**src/rtl/serial_subtractor_pkg.sv**
```systemverilog
// Shared types and helpers for the bit-serial subtractor.
package serial_subtractor_pkg;

  localparam int DEFAULT_WIDTH = 8;

  typedef enum logic [1:0] {
    IDLE = 2'd0,
    RUN  = 2'd1,
    DONE = 2'd2
  } state_t;

  // Bit-counter width; a 1-bit floor keeps tiny operand widths legal.
  function automatic int cnt_width(input int w);
    return (w <= 2) ? 1 : $clog2(w);
  endfunction

endpackage

```
**src/rtl/fulladder.sv**
```systemverilog
// Single-bit full-adder cell shared by the arithmetic drills.
module fulladder (
  output logic o_w_s,
  output logic o_w_cout,
  input  logic i_w_a,
  input  logic i_w_b,
  input  logic i_w_cin
);

  assign o_w_s    = i_w_a ^ i_w_b ^ i_w_cin;
  assign o_w_cout = (i_w_a & i_w_b) | (i_w_cin & (i_w_a ^ i_w_b));

endmodule

```
**src/rtl/serial_subtractor.sv**
```systemverilog
// Bit-serial A - B, LSB first, computed as A + ~B + 1 through one full-adder cell.
module serial_subtractor
  import serial_subtractor_pkg::*;
#(
  parameter int WIDTH = DEFAULT_WIDTH
) (
  input  logic             i_w_clk,
  input  logic             i_w_rst_n,
  input  logic             i_w_start,
  input  logic [WIDTH-1:0] i_w_a,
  input  logic [WIDTH-1:0] i_w_b,
  output logic             o_w_busy,
  output logic             o_w_done,
  output logic [WIDTH-1:0] o_w_diff,
  output logic             o_w_borrow,
  output logic             o_w_zero,
  output logic             o_w_overflow
);

  localparam int CW = cnt_width(WIDTH);
  localparam logic [CW-1:0] LAST = CW'(WIDTH - 1);

  state_t           state;
  logic [WIDTH-1:0] a_sr;
  logic [WIDTH-1:0] nb_sr;
  logic [WIDTH-1:0] res_sr;
  logic [WIDTH-1:0] next_res;
  logic [CW-1:0]    cnt;
  logic             carry;
  logic             a_msb;
  logic             b_msb;
  logic             sum;
  logic             cout;
  logic             accept;

  fulladder u_fa (
    .o_w_s    (sum),
    .o_w_cout (cout),
    .i_w_a    (a_sr[0]),
    .i_w_b    (nb_sr[0]),
    .i_w_cin  (carry)
  );

  assign next_res = {sum, res_sr[WIDTH-1:1]};
  assign accept   = i_w_start && (state == IDLE || state == DONE);
  assign o_w_busy = (state == RUN);

  always_ff @(posedge i_w_clk) begin
    if (!i_w_rst_n) begin
      state        <= IDLE;
      a_sr         <= '0;
      nb_sr        <= '0;
      res_sr       <= '0;
      cnt          <= '0;
      carry        <= 1'b0;
      a_msb        <= 1'b0;
      b_msb        <= 1'b0;
      o_w_done     <= 1'b0;
      o_w_diff     <= '0;
      o_w_borrow   <= 1'b0;
      o_w_zero     <= 1'b0;
      o_w_overflow <= 1'b0;
    end else begin
      o_w_done <= 1'b0;
      if (accept) begin
        // Inverted B plus a carry-in of 1 forms the two's-complement negation.
        a_sr  <= i_w_a;
        nb_sr <= ~i_w_b;
        carry <= 1'b1;
        cnt   <= '0;
        a_msb <= i_w_a[WIDTH-1];
        b_msb <= i_w_b[WIDTH-1];
        state <= RUN;
      end else begin
        case (state)
          RUN: begin
            res_sr <= next_res;
            carry  <= cout;
            a_sr   <= a_sr >> 1;
            nb_sr  <= nb_sr >> 1;
            if (cnt == LAST) begin
              o_w_diff     <= next_res;
              o_w_borrow   <= ~cout;
              o_w_zero     <= (next_res == '0);
              o_w_overflow <= (a_msb != b_msb) && (next_res[WIDTH-1] != a_msb);
              o_w_done     <= 1'b1;
              state        <= DONE;
            end else begin
              cnt <= cnt + 1'b1;
            end
          end
          DONE:    state <= IDLE;
          default: state <= IDLE;
        endcase
      end
    end
  end

endmodule

```
**config.mk**
```make
export PLATFORM = sky130hd
export DESIGN_NAME = serial_subtractor
export DESIGN_NICKNAME = d
export VERILOG_FILES = /design/src/rtl/serial_subtractor_pkg.sv /design/src/rtl/fulladder.sv /design/src/rtl/serial_subtractor.sv
export SDC_FILE = /design/constraint.sdc
export NUM_CORES = 1
export LEC_CHECK = 0
export ABC_AREA = 1
export CORE_MARGIN = 3
export CORE_UTILIZATION = 51
export CTS_CLUSTER_SIZE = 12
export DETAILED_ROUTE_END_ITERATION = 8
export PLACE_DENSITY_LB_ADDON = 0.1
export REMOVE_ABC_BUFFERS = 1
export SLEW_MARGIN = 20
export SYNTH_ARGS = -nofsm -noshare
export SYNTH_HDL_FRONTEND = slang
export SYNTH_SLANG_ARGS = --single-unit
```
**constraint.sdc**
```tcl
create_clock -name i_w_clk -period 1.7 [get_ports i_w_clk]
set_clock_uncertainty 0.05 [all_clocks]
set_input_delay 0.34 -clock i_w_clk [delete_from_list [all_inputs] [get_ports i_w_clk]]
set_output_delay 0.34 -clock i_w_clk [all_outputs]
set_load 0.05 [all_outputs]
```
==> impl_metrics.env <==
export IMPL_ys_warn_count=0
export IMPL_status="complete, no violations"
export IMPL_portBuffers=31
export IMPL_clk_pin_slew_ps=80
export IMPL_synth_seq_cells=43
export IMPL_die_w_um=67.93
export IMPL_remaining_drc_errors=0
export IMPL_antenna_found_initial=0
export IMPL_power_mw=2.246
export IMPL_core_um2=3521
export IMPL_maxCapViolations=0
export IMPL_drive_gt1_frac=0.1347
export IMPL_rsz0062_at_grt="false"
export IMPL_numCtsBuffers=5
export IMPL_place_area_um2=2253
export IMPL_critPathLaunchType="flop"
export IMPL_dpl_cell_count=335
export IMPL_numClockSinks=43
export IMPL_syn2layout_area_growth_pct=21.31
export IMPL_synth_most_common_cell="nand2_1"
export IMPL_syn_area_um2=1956
export IMPL_die_h_um=67.93
export IMPL_crit_chain="inv_6 -> nor2_8 -> buf_12"
export IMPL_crit_path_end_kind="output port"
export IMPL_ir_drop_mv=0.6478
export IMPL_initial_core_util=0.5554
export IMPL_utilization=0.6738
export IMPL_required_ps=1310
export IMPL_n_antenna_cell=0
export IMPL_rows=21
export IMPL_worst_slack_ps=190.4
export IMPL_clock_path_buffers=2
export IMPL_viasPerCell=4.930
export IMPL_worst_slew_pin_slew_ps=297.5
export IMPL_hold_viol_final=0
export IMPL_vias=1691
export IMPL_grt_max_degree=29
export IMPL_grt_overflow=0
export IMPL_gp_congestion=0.7785
export IMPL_place_ws_ps=64.21
export IMPL_cpPeakStageDelay_ps=450
export IMPL_io_pins=32
export IMPL_synth_edff_count=0
export IMPL_track_usage=0.1954
export IMPL_met1Wirelength_um=1740
export IMPL_grt_pass1_wl_um=6741
export IMPL_syn_avg_cell_area_um2=7.464
export IMPL_synth_flop_cell="dfxtp_1"
export IMPL_async_reset_ff_frac=0
export IMPL_cts_resized=0
export IMPL_period_share=0.8880
export IMPL_synth_area_top_cells="dfxtp_1, nand2_1, inv_1"
export IMPL_fin_area_um2=2372
export IMPL_instances_no_fill=343
export IMPL_met2_length_um=1839
export IMPL_post_dp_hpwl_um=2746
export IMPL_finalSetupViolCount=0
export IMPL_drt_pass1_iterations=4
export IMPL_synth_top_cell_by_area="dfxtp_1"
export IMPL_nets=318
export IMPL_cts_tree="yes"
export IMPL_cts_hold_buf=0
export IMPL_routed_wl_um=3854
export IMPL_finalMaxSlewViolations=0
export IMPL_p_per_area_nw_per_um2=946.8
export IMPL_dr_first_iter_drc_count=81
export IMPL_min_path_type="reg2reg"
export IMPL_fin_crit_ps=1510
export IMPL_wl_met3_um=189
export IMPL_top_layer_used="met4"
export IMPL_arrival_ps=1120
export IMPL_h_tree_depth=2
export IMPL_ys_seq_area_frac=0.4402
export IMPL_die_area_um2=4614
export IMPL_fmax_mhz=662.4
export IMPL_critical_path_class="reg2out"
export IMPL_power_leakage_nw=1.121
export IMPL_crit_fanout=7
export IMPL_drtAntennaViolNets=0
export IMPL_synth_cells=262
export IMPL_synth_top_area_frac=0.4402
export IMPL_synth_cell_type_count=23
export IMPL_cts_root_buf="clkbuf_8"
export IMPL_max_slew_margin_rel=0.8014
export IMPL_holdWs_ps=421.5
export IMPL_worstSkewPairLatency_ps=290
export IMPL_fin_tns_setup_ps=0
export IMPL_ys_top_cells_by_count="nand2_1, dfxtp_1, inv_1, nor2_1, a21oi_1"
export IMPL_avgRoutedWirePerCell_um=11.24
export IMPL_grt_pass1_vias=1547
export IMPL_slowest_stage="dfxtp_2"
export IMPL_post_cts_setup_buffers=0
## final timing paths
path              slack (ps)  cells after the start      start     endpoint
setup reg to reg         240                      6     cnt[0]  o_w_diff[4]
hold / removal           420                      2  res_sr[1]    res_sr[1]
hold reg to reg          420                      2  res_sr[1]    res_sr[1]
setup / recovery         190                      3   state[0]     o_w_busy
## cell families (layout without fill, tap and decap cells)
family | count (synthesis) | in the layout | share of synthesized area
AO/OA/AOI/OAI | 49 | 49 | 0.1299
adder cells (fa/ha/maj) | 3 | 3 | 0.02303
flip-flops | 43 | 43 | 0.4402
buffers and inverters | 49 | 84 | 0.1292
AND/OR/NAND/NOR | 118 | 118 | 0.2777
## state kept, by name, indices dropped and copies added (netlist names), 2 cells and up
signal    cells
state         2
cnt           3
o_w_diff      8
res_sr        7
a_sr          8
nb_sr         8
## placed cells by master, fill, tap and decap left out, types with 2 or more instances in the layout
master           instances
nand2_1                 53
o21ai_0                 22
clkbuf_8                 6
clkdlybuf4s50_1         18
a21oi_1                 24
nand2_4                  2
inv_1                   35
buf_4                   19
nor2_1                  35
a21boi_0                 2
nor2_8                   2
ha_1                     2
dfxtp_1                 42
nand3_1                 23
## worst max-delay path: cells and delay by family (launching register included)
kind / cells / cell delay [ps]
DFF: 1 / 450
buffers and inverters: 2 / 220
and+or+nand+nor: 1 / 150
## where the power goes
part           switching, mW  internal (mW)  total, mW  leakage, nW
sequential            0.0361           1.07       1.10        0.352
clock                  0.344          0.475      0.819       0.0612
combinational          0.184          0.142      0.326        0.708
total                  0.564           1.68       2.25         1.12
## metal layers
layer / vias up / track usage
met4: 0 / 0.07940
met1: 751 / 0.2305
li1: 887 / -
met5: - / 0
met2: 44 / 0.3309
met3: 9 / 0.05583
## area by class of cell
| type | count | area [um2] |
|---|---|---|
| clock inverter | 2 | 35.03 |
| tap | 46 | 57.56 |
| multi-input combinational | 170 | 842.1 |
| sequential | 43 | 862.1 |
| inverter | 38 | 150.1 |
| clock buffer | 6 | 82.58 |
| timing repair buffer | 38 | 342.8 |
| fill | 334 | 1149 |
Note: power is estimated with default switching activity, not from simulation.
